**config.mk**
```make
export PLATFORM = sky130hd
export DESIGN_NAME = addsub_share_arbiter
export DESIGN_NICKNAME = d
export VERILOG_FILES = /design/src/rtl/addsub_share_arbiter.sv
export SDC_FILE = /design/constraint.sdc
export NUM_CORES = 1
export LEC_CHECK = 0
export ABC_AREA = 1
export BUFFER_PORTS_ARGS = -buffer_cell sky130_fd_sc_hd__clkbuf_2
export CAP_MARGIN = 10
export CELL_PAD_IN_SITES_DETAIL_PLACEMENT = 1
export CELL_PAD_IN_SITES_GLOBAL_PLACEMENT = 1
export CORE_MARGIN = 3
export CORE_UTILIZATION = 23
export DETAILED_ROUTE_END_ITERATION = 16
export MAX_ROUTING_LAYER = met4
export PLACE_DENSITY_LB_ADDON = 0.1
export SYNTH_ARGS = -nofsm -noshare
export SYNTH_HDL_FRONTEND = slang
export SYNTH_SLANG_ARGS = --single-unit
```
**constraint.sdc**
```tcl
create_clock -name clk -period 2.2 [get_ports clk]
set_clock_uncertainty 0.05 [all_clocks]
set_input_delay 0.22 -clock clk [delete_from_list [all_inputs] [get_ports clk]]
set_output_delay 0.22 -clock clk [all_outputs]
set_load 0.03 [all_outputs]
```
**src/rtl/addsub_share_arbiter.sv**
```systemverilog
// addsub_share_arbiter
//   Round-robin scheduler that shares one combinational two's-complement
//   adder/subtractor between two requesters. The granted request's operands
//   are muxed onto the shared adder. The adder's sum and overflow are
//   captured into a one-entry result buffer and returned with the id of the
//   requester that issued them.
//
//   Build option: define SATURATE_EN to clamp the captured sum on signed
//   overflow. The clamp is 0x7F..F when add_a is non-negative and 0x80..0
//   when add_a is negative. Without the macro the wrapped sum is returned.
//
// Ports
//   clk, rst_n                      clock (rising edge), async active-low reset
//   req0_valid/ready/a/b/op         requester 0 handshake and operation
//   req1_valid/ready/a/b/op         requester 1 handshake and operation
//   add_a/add_b/add_op              operands and op driven to the shared adder
//   add_sum/add_overflow            combinational result from the shared adder
//   rsp_valid/ready                 result buffer handshake
//   rsp_sum/rsp_overflow/rsp_id     buffered result, overflow flag, requester id
//
// state | meaning
// ------+--------------------------------------------
// EMPTY | result buffer free, any request may be accepted
// FULL  | result buffer holds a result for the consumer

module addsub_share_arbiter #(
  parameter int WIDTH = 8
) (
  input  logic             clk,
  input  logic             rst_n,
  input  logic             req0_valid,
  output logic             req0_ready,
  input  logic [WIDTH-1:0] req0_a,
  input  logic [WIDTH-1:0] req0_b,
  input  logic             req0_op,
  input  logic             req1_valid,
  output logic             req1_ready,
  input  logic [WIDTH-1:0] req1_a,
  input  logic [WIDTH-1:0] req1_b,
  input  logic             req1_op,
  output logic [WIDTH-1:0] add_a,
  output logic [WIDTH-1:0] add_b,
  output logic             add_op,
  input  logic [WIDTH-1:0] add_sum,
  input  logic             add_overflow,
  output logic             rsp_valid,
  input  logic             rsp_ready,
  output logic [WIDTH-1:0] rsp_sum,
  output logic             rsp_overflow,
  output logic             rsp_id
);

  typedef enum logic {
    EMPTY = 1'b0,
    FULL  = 1'b1
  } state_t;

  state_t           r_state;
  state_t           w_state_nxt;
  logic             r_ptr;
  logic             w_ptr_nxt;
  logic [WIDTH-1:0] r_rsp_sum;
  logic             r_rsp_overflow;
  logic             r_rsp_id;

  logic             w_can_accept;
  logic             w_both;
  logic             w_gnt_id;
  logic             w_accept;
  logic [WIDTH-1:0] w_sum_cap;

  always_ff @(posedge clk or negedge rst_n) begin
    if (!rst_n) begin
      r_state <= EMPTY;
      r_ptr   <= 1'b0;
    end else begin
      r_state <= w_state_nxt;
      r_ptr   <= w_ptr_nxt;
    end
  end

  always_comb begin
    w_state_nxt  = r_state;
    w_ptr_nxt    = r_ptr;
    w_can_accept = (r_state == EMPTY) | rsp_ready;
    w_both       = req0_valid & req1_valid;
    // Under contention the pointer decides; otherwise the lone valid port wins.
    w_gnt_id     = w_both ? r_ptr : req1_valid;
    w_accept     = w_can_accept & (req0_valid | req1_valid);

    // Reset only gates the handshake outputs. The flops are already held by
    // the async reset, so their next-state logic does not need it.
    req0_ready   = rst_n & w_accept & ~w_gnt_id;
    req1_ready   = rst_n & w_accept &  w_gnt_id;

    if (w_accept && w_both) begin
      w_ptr_nxt = ~w_gnt_id;
    end

    case (r_state)
      EMPTY: begin
        if (w_accept) w_state_nxt = FULL;
      end
      FULL: begin
        if (w_accept)       w_state_nxt = FULL;
        else if (rsp_ready) w_state_nxt = EMPTY;
      end
      default: w_state_nxt = EMPTY;
    endcase
  end

  // Port 0 operands are shown whenever port 1 is not actually being granted.
  assign add_a  = (w_accept && w_gnt_id) ? req1_a  : req0_a;
  assign add_b  = (w_accept && w_gnt_id) ? req1_b  : req0_b;
  assign add_op = (w_accept && w_gnt_id) ? req1_op : req0_op;

`ifdef SATURATE_EN
  // Clamp toward the sign of operand a: 0111..1 for a >= 0, 1000..0 for a < 0.
  assign w_sum_cap = add_overflow ? {add_a[WIDTH-1], {(WIDTH-1){~add_a[WIDTH-1]}}}
                                  : add_sum;
`else
  assign w_sum_cap = add_sum;
`endif

  always_ff @(posedge clk or negedge rst_n) begin
    if (!rst_n) begin
      r_rsp_sum      <= '0;
      r_rsp_overflow <= 1'b0;
      r_rsp_id       <= 1'b0;
    end else if (w_accept) begin
      r_rsp_sum      <= w_sum_cap;
      r_rsp_overflow <= add_overflow;
      r_rsp_id       <= w_gnt_id;
    end
  end

  assign rsp_valid    = (r_state == FULL);
  assign rsp_sum      = r_rsp_sum;
  assign rsp_overflow = r_rsp_overflow;
  assign rsp_id       = r_rsp_id;

endmodule

```
-- Word level (Yosys, flattened, before mapping)
Index checks and enable logic that the tools add are counted.
- register bits: 12
- input port bits: 48
- output and inout port bits: 30
- logic and storage cells: 24
- mux-type cells: 8
- bitwise gates (word level): 9
- reductions and logical operators: 2
- operators with widths (operator ; count):
    8-bit two-way mux ; 2
    1-bit bitwise AND ; 5
    1-bit two-way mux ; 5
    1-bit logical AND ; 2
    1-bit inverter ; 2
    1-bit OR ; 2
    1-bit case mux with 2 select lines ; 1

-- Longest topological paths before layout
- depth in word-level cells: 5
- gate-level depth with buffers: 6
- depth with buffers taken out: 5

-- Least setup slack after synthesis
Ideal clock, no wire load.
- kind: flip-flop to output port
- start point: reg r_state, in the netlist rsp_valid
- end point: out req1_ready
- data arrival time: 1.348 ns
- data required time: 1.930 ns
- slack: 0.582 ns
- cell stages (with the launch flop): 5
- buffers on the path: 1
- cell sequence: dfrtp_1 -> nand2_2 -> buf_2 -> nand3_1 -> nor2_1
- cells in the longest elaborated chain, start to end: 5
- ends and longest elaborated chain (element ; RTL line ; RTL):
    from (decl) ; 58 ; state_t r_state;
    from (signal assigned) ; 77 ; r_state <= w_state_nxt;
    1-bit inverter ; n/a ;
    1-bit OR ; 85 ; w_can_accept = (r_state == EMPTY) | rsp_ready;
    1-bit bitwise AND ; 89 ; w_accept = w_can_accept & (req0_valid | req1_valid);
    1-bit bitwise AND (2 in a row) ; 94 ; req1_ready = rst_n & w_accept & w_gnt_id;
    to (decl) ; 37 ; output logic req1_ready,
Every way passes these cells.

-- Worst setup path after layout
- start point: reg r_state, in the netlist rsp_valid
- end point: out add_a[4]
- cells in the longest elaborated chain, start to end: 5
- ends and longest elaborated chain (element ; RTL line ; RTL):
    1-bit inverter ; n/a ;
    1-bit OR ; 85 ;
    1-bit bitwise AND ; 89 ;
    1-bit logical AND ; 113 ; assign add_a = (w_accept && w_gnt_id) ? req1_a : req0_a;
    8-bit two-way mux ; 113 ;
    to (decl) ; 41 ; output logic [WIDTH-1:0] add_a,
Every way passes these cells.

==> impl_metrics.env <==
export IMPL_hold_violations=0
export IMPL_total_leakage_power_nw=0.791
export IMPL_cp_arrival_ns=1.64
export IMPL_num_io_pins=78
export IMPL_power_density_mw_per_mm2=642
export IMPL_portBuffers=77
export IMPL_place_congestion=0.729
export IMPL_clock_power_share_pct=21.8
export IMPL_regArea_um2=300
export IMPL_fin_hold_ws_ns=0.124
export IMPL_cts_tree="done"
export IMPL_ant_nets=0
export IMPL_endpoint_kind="output pin"
export IMPL_dr_pass1_iters=4
export IMPL_fin_crit_sh_pct=86.6
export IMPL_relSlewSlack_pct=73.7
export IMPL_grt_pass1_wl_um=4890
export IMPL_row_count=20
export IMPL_clock_path_buffers=2
export IMPL_worstHoldStart="add_sum[2]"
export IMPL_yosysSeqAreaShare_pct=37.6
export IMPL_syn_nets=167
export IMPL_finalPower_mw=0.813
export IMPL_final_util_pct=39.8
export IMPL_critPathKind="register to output pin"
export IMPL_ctsHtreeMaxLevel=1
export IMPL_async_reset_ff_share_pct=100
export IMPL_drv_slew=0
export IMPL_syn_area_per_cell_um2=6.71
export IMPL_syn_inst=119
export IMPL_worstReg2RegEnd="rsp_sum[7]"
export IMPL_synth_seq_cells=12
export IMPL_place_hpwl_um=2440
export IMPL_grt_pass1_vias=1084
export IMPL_grt_util_all_layers_pct=15.0
export IMPL_ys_warn_count=0
export IMPL_netlist_area_um2=798
export IMPL_fp_dieW_um=64.9
export IMPL_path_max_fanout=20
export IMPL_multi_input_area_um2=434
export IMPL_maxCapViolations=0
export IMPL_final_cells=240
export IMPL_rsz0062_at_grt="no"
export IMPL_n_fill_cell=451
export IMPL_grt_max_degree=21
export IMPL_overflow=0
export IMPL_reg2reg_from="rsp_valid"
export IMPL_core_mm2=0.00318
export IMPL_hold_path_depth=3
export IMPL_wl_per_cell_um=12.4
export IMPL_clkLatencyLatePin_ns=0.27
export IMPL_rrSetupSlack_ns=0.82
export IMPL_fin_tns_setup_ns=0
export IMPL_viasPerCell=4.55
export IMPL_internal_power_mw=0.465
export IMPL_drt_total_wl_um=2990
export IMPL_clock_sinks=12
export IMPL_synth_edff_count=0
export IMPL_rr_worst_depth=4
export IMPL_synth_flop_cell="dfrtp_1"
export IMPL_status="finished, final reports clean"
export IMPL_root_buffer="clkbuf_4"
export IMPL_num_antenna_cells=0
export IMPL_swShare_pct=42.8
export IMPL_drt_iter0_markers=23
export IMPL_drc=0
export IMPL_p_sw_mw=0.348
export IMPL_synth_top_cell_by_area="dfrtp_1"
export IMPL_hold_class="primary input to register"
export IMPL_p_comb_share_pct=45.4
export IMPL_vias=1092
export IMPL_setup_viol_count_final=0
export IMPL_worstMarginPinSlew_ns=0.393
export IMPL_ys_types=13
export IMPL_p_seq_share_pct=32.8
export IMPL_min_period_ns=1.91
export IMPL_antenna_found_initial=0
export IMPL_start_kind="register"
export IMPL_area_delta_synth_final_pct=58.6
export IMPL_synth_area_leaders="dfrtp_1 38%, nand2_1 28%, nand4_1 14%"
export IMPL_ir_drop_mv=0.365
export IMPL_die_area_mm2=0.00421
export IMPL_drive_gt1_share_pct=45.4
export IMPL_numCtsBuffers=3
export IMPL_die_y_um=64.9
export IMPL_final_nets=245
export IMPL_post_place_cells=235
export IMPL_synth_top_area_share_pct=37.6
export IMPL_fmax_ghz=0.525
export IMPL_clkSlewWorstSetupHoldPaths_ns=0.08
export IMPL_start_util_pct=25.1
export IMPL_cp_required_ns=1.93
export IMPL_yosysMostFrequentCell="nand2_1"
export IMPL_netlist_top_cells_count="60 x nand2_1, 18 x nand4_1, 12 x dfrtp_1, 12 x nand3_1, 6 x buf_2"
export IMPL_hold_end="rsp_sum[2]"
[stage by stage]
step           area (um2)  setup slack [ns]
2_1_floorplan         798             0.582
3_3_place_gp         1210             0.476
3_5_place_dp         1210             0.436
4_1_cts              1260             0.134
5_1_grt              1270             0.126
6_report             1270             0.294
[layout by cell type, fill, tap and decap left out]
cell	synthesis	routed
clkbuf_2	0	77
nand2_1	60	60
nand4_1	18	18
nand3_1	12	12
dfrtp_1	12	12
buf_4	2	4
inv_1	3	3
clkbuf_4	0	3
nand2_2	1	1
nand3_4	0	1
inv_2	1	1
nor2_1	1	1
a21oi_2	1	1
clkbuf_8	0	1
dlygate4sd3_1	0	1
[critical path: stages, from the launching register on]
cell	delay, ns
dfrtp_1	0.39
nand2_2	0.32
buf_4	0.27
nand4_1	0.10
nand2_1	0.09
clkbuf_2	0.20
[worst max-delay path by stage]
stage | startpoint | to | slack, ns | cells after the start
after floorplan | rsp_valid | req1_ready | 0.58 | 4
after global placement | rsp_valid | add_b[6] | 0.48 | 5
after detailed placement | rsp_valid | add_b[3] | 0.44 | 5
after CTS | rsp_valid | add_b[3] | 0.13 | 5
after global routing | rsp_valid | add_a[6] | 0.13 | 5
final | rsp_valid | add_a[4] | 0.29 | 5
[final cells by class]
cell class              count  share of cell area [%]
multi-input cells          94                    34.3
repair buffers             82                    33.6
flip-flops and latches     12                    23.7
well taps                  44                    4.35
clock buffers               4                    2.87
inverters                   4                    1.19
[state kept, by name, indices dropped and copies added (netlist names)]
register	cells
rsp_id	1
rsp_overflow	1
r_ptr	1
rsp_sum	8
rsp_valid	1
[routing by layer]
layer | vias up | routed length, um | track usage [%]
li1 | 552 | - | -
met1 | 505 | 1220 | 17.0
met2 | 33 | 1570 | 26.7
met3 | 2 | 186 | 4.51
met4 | 0 | 8 | 1.58
met5 | - | 0 | -
[timing repair]
item / CTS / global route
setup endpoints to repair: 0 / 13
setup buffers: 0 / 0
hold endpoints to repair: 12 / 0
resized for setup: 0 / 1
hold buffers: 1 / 0
[cells by family (layout without fill, tap and decap cells)]
family                 count (synthesis)  in the layout  synth area share [%]
AND/OR/NAND/NOR                       93             93                  52.4
AO/OA/AOI/OAI                          1              1                  1.10
flip-flops                            12             12                  37.6
buffers and inverters                 13             90                  8.93
[power by group through the flow]
stage / registers, mW / clock network (mW) / logic (mW)
3_5_place_dp: 0.271 / 0 / 0.371
4_1_cts: 0.267 / 0.182 / 0.373
3_3_place_gp: 0.269 / 0 / 0.366
6_report: 0.266 / 0.177 / 0.369
2_1_floorplan: 0.321 / 0 / 0.194
5_1_grt: 0.271 / 0.198 / 0.406
Power figures use the tool's default switching activity.
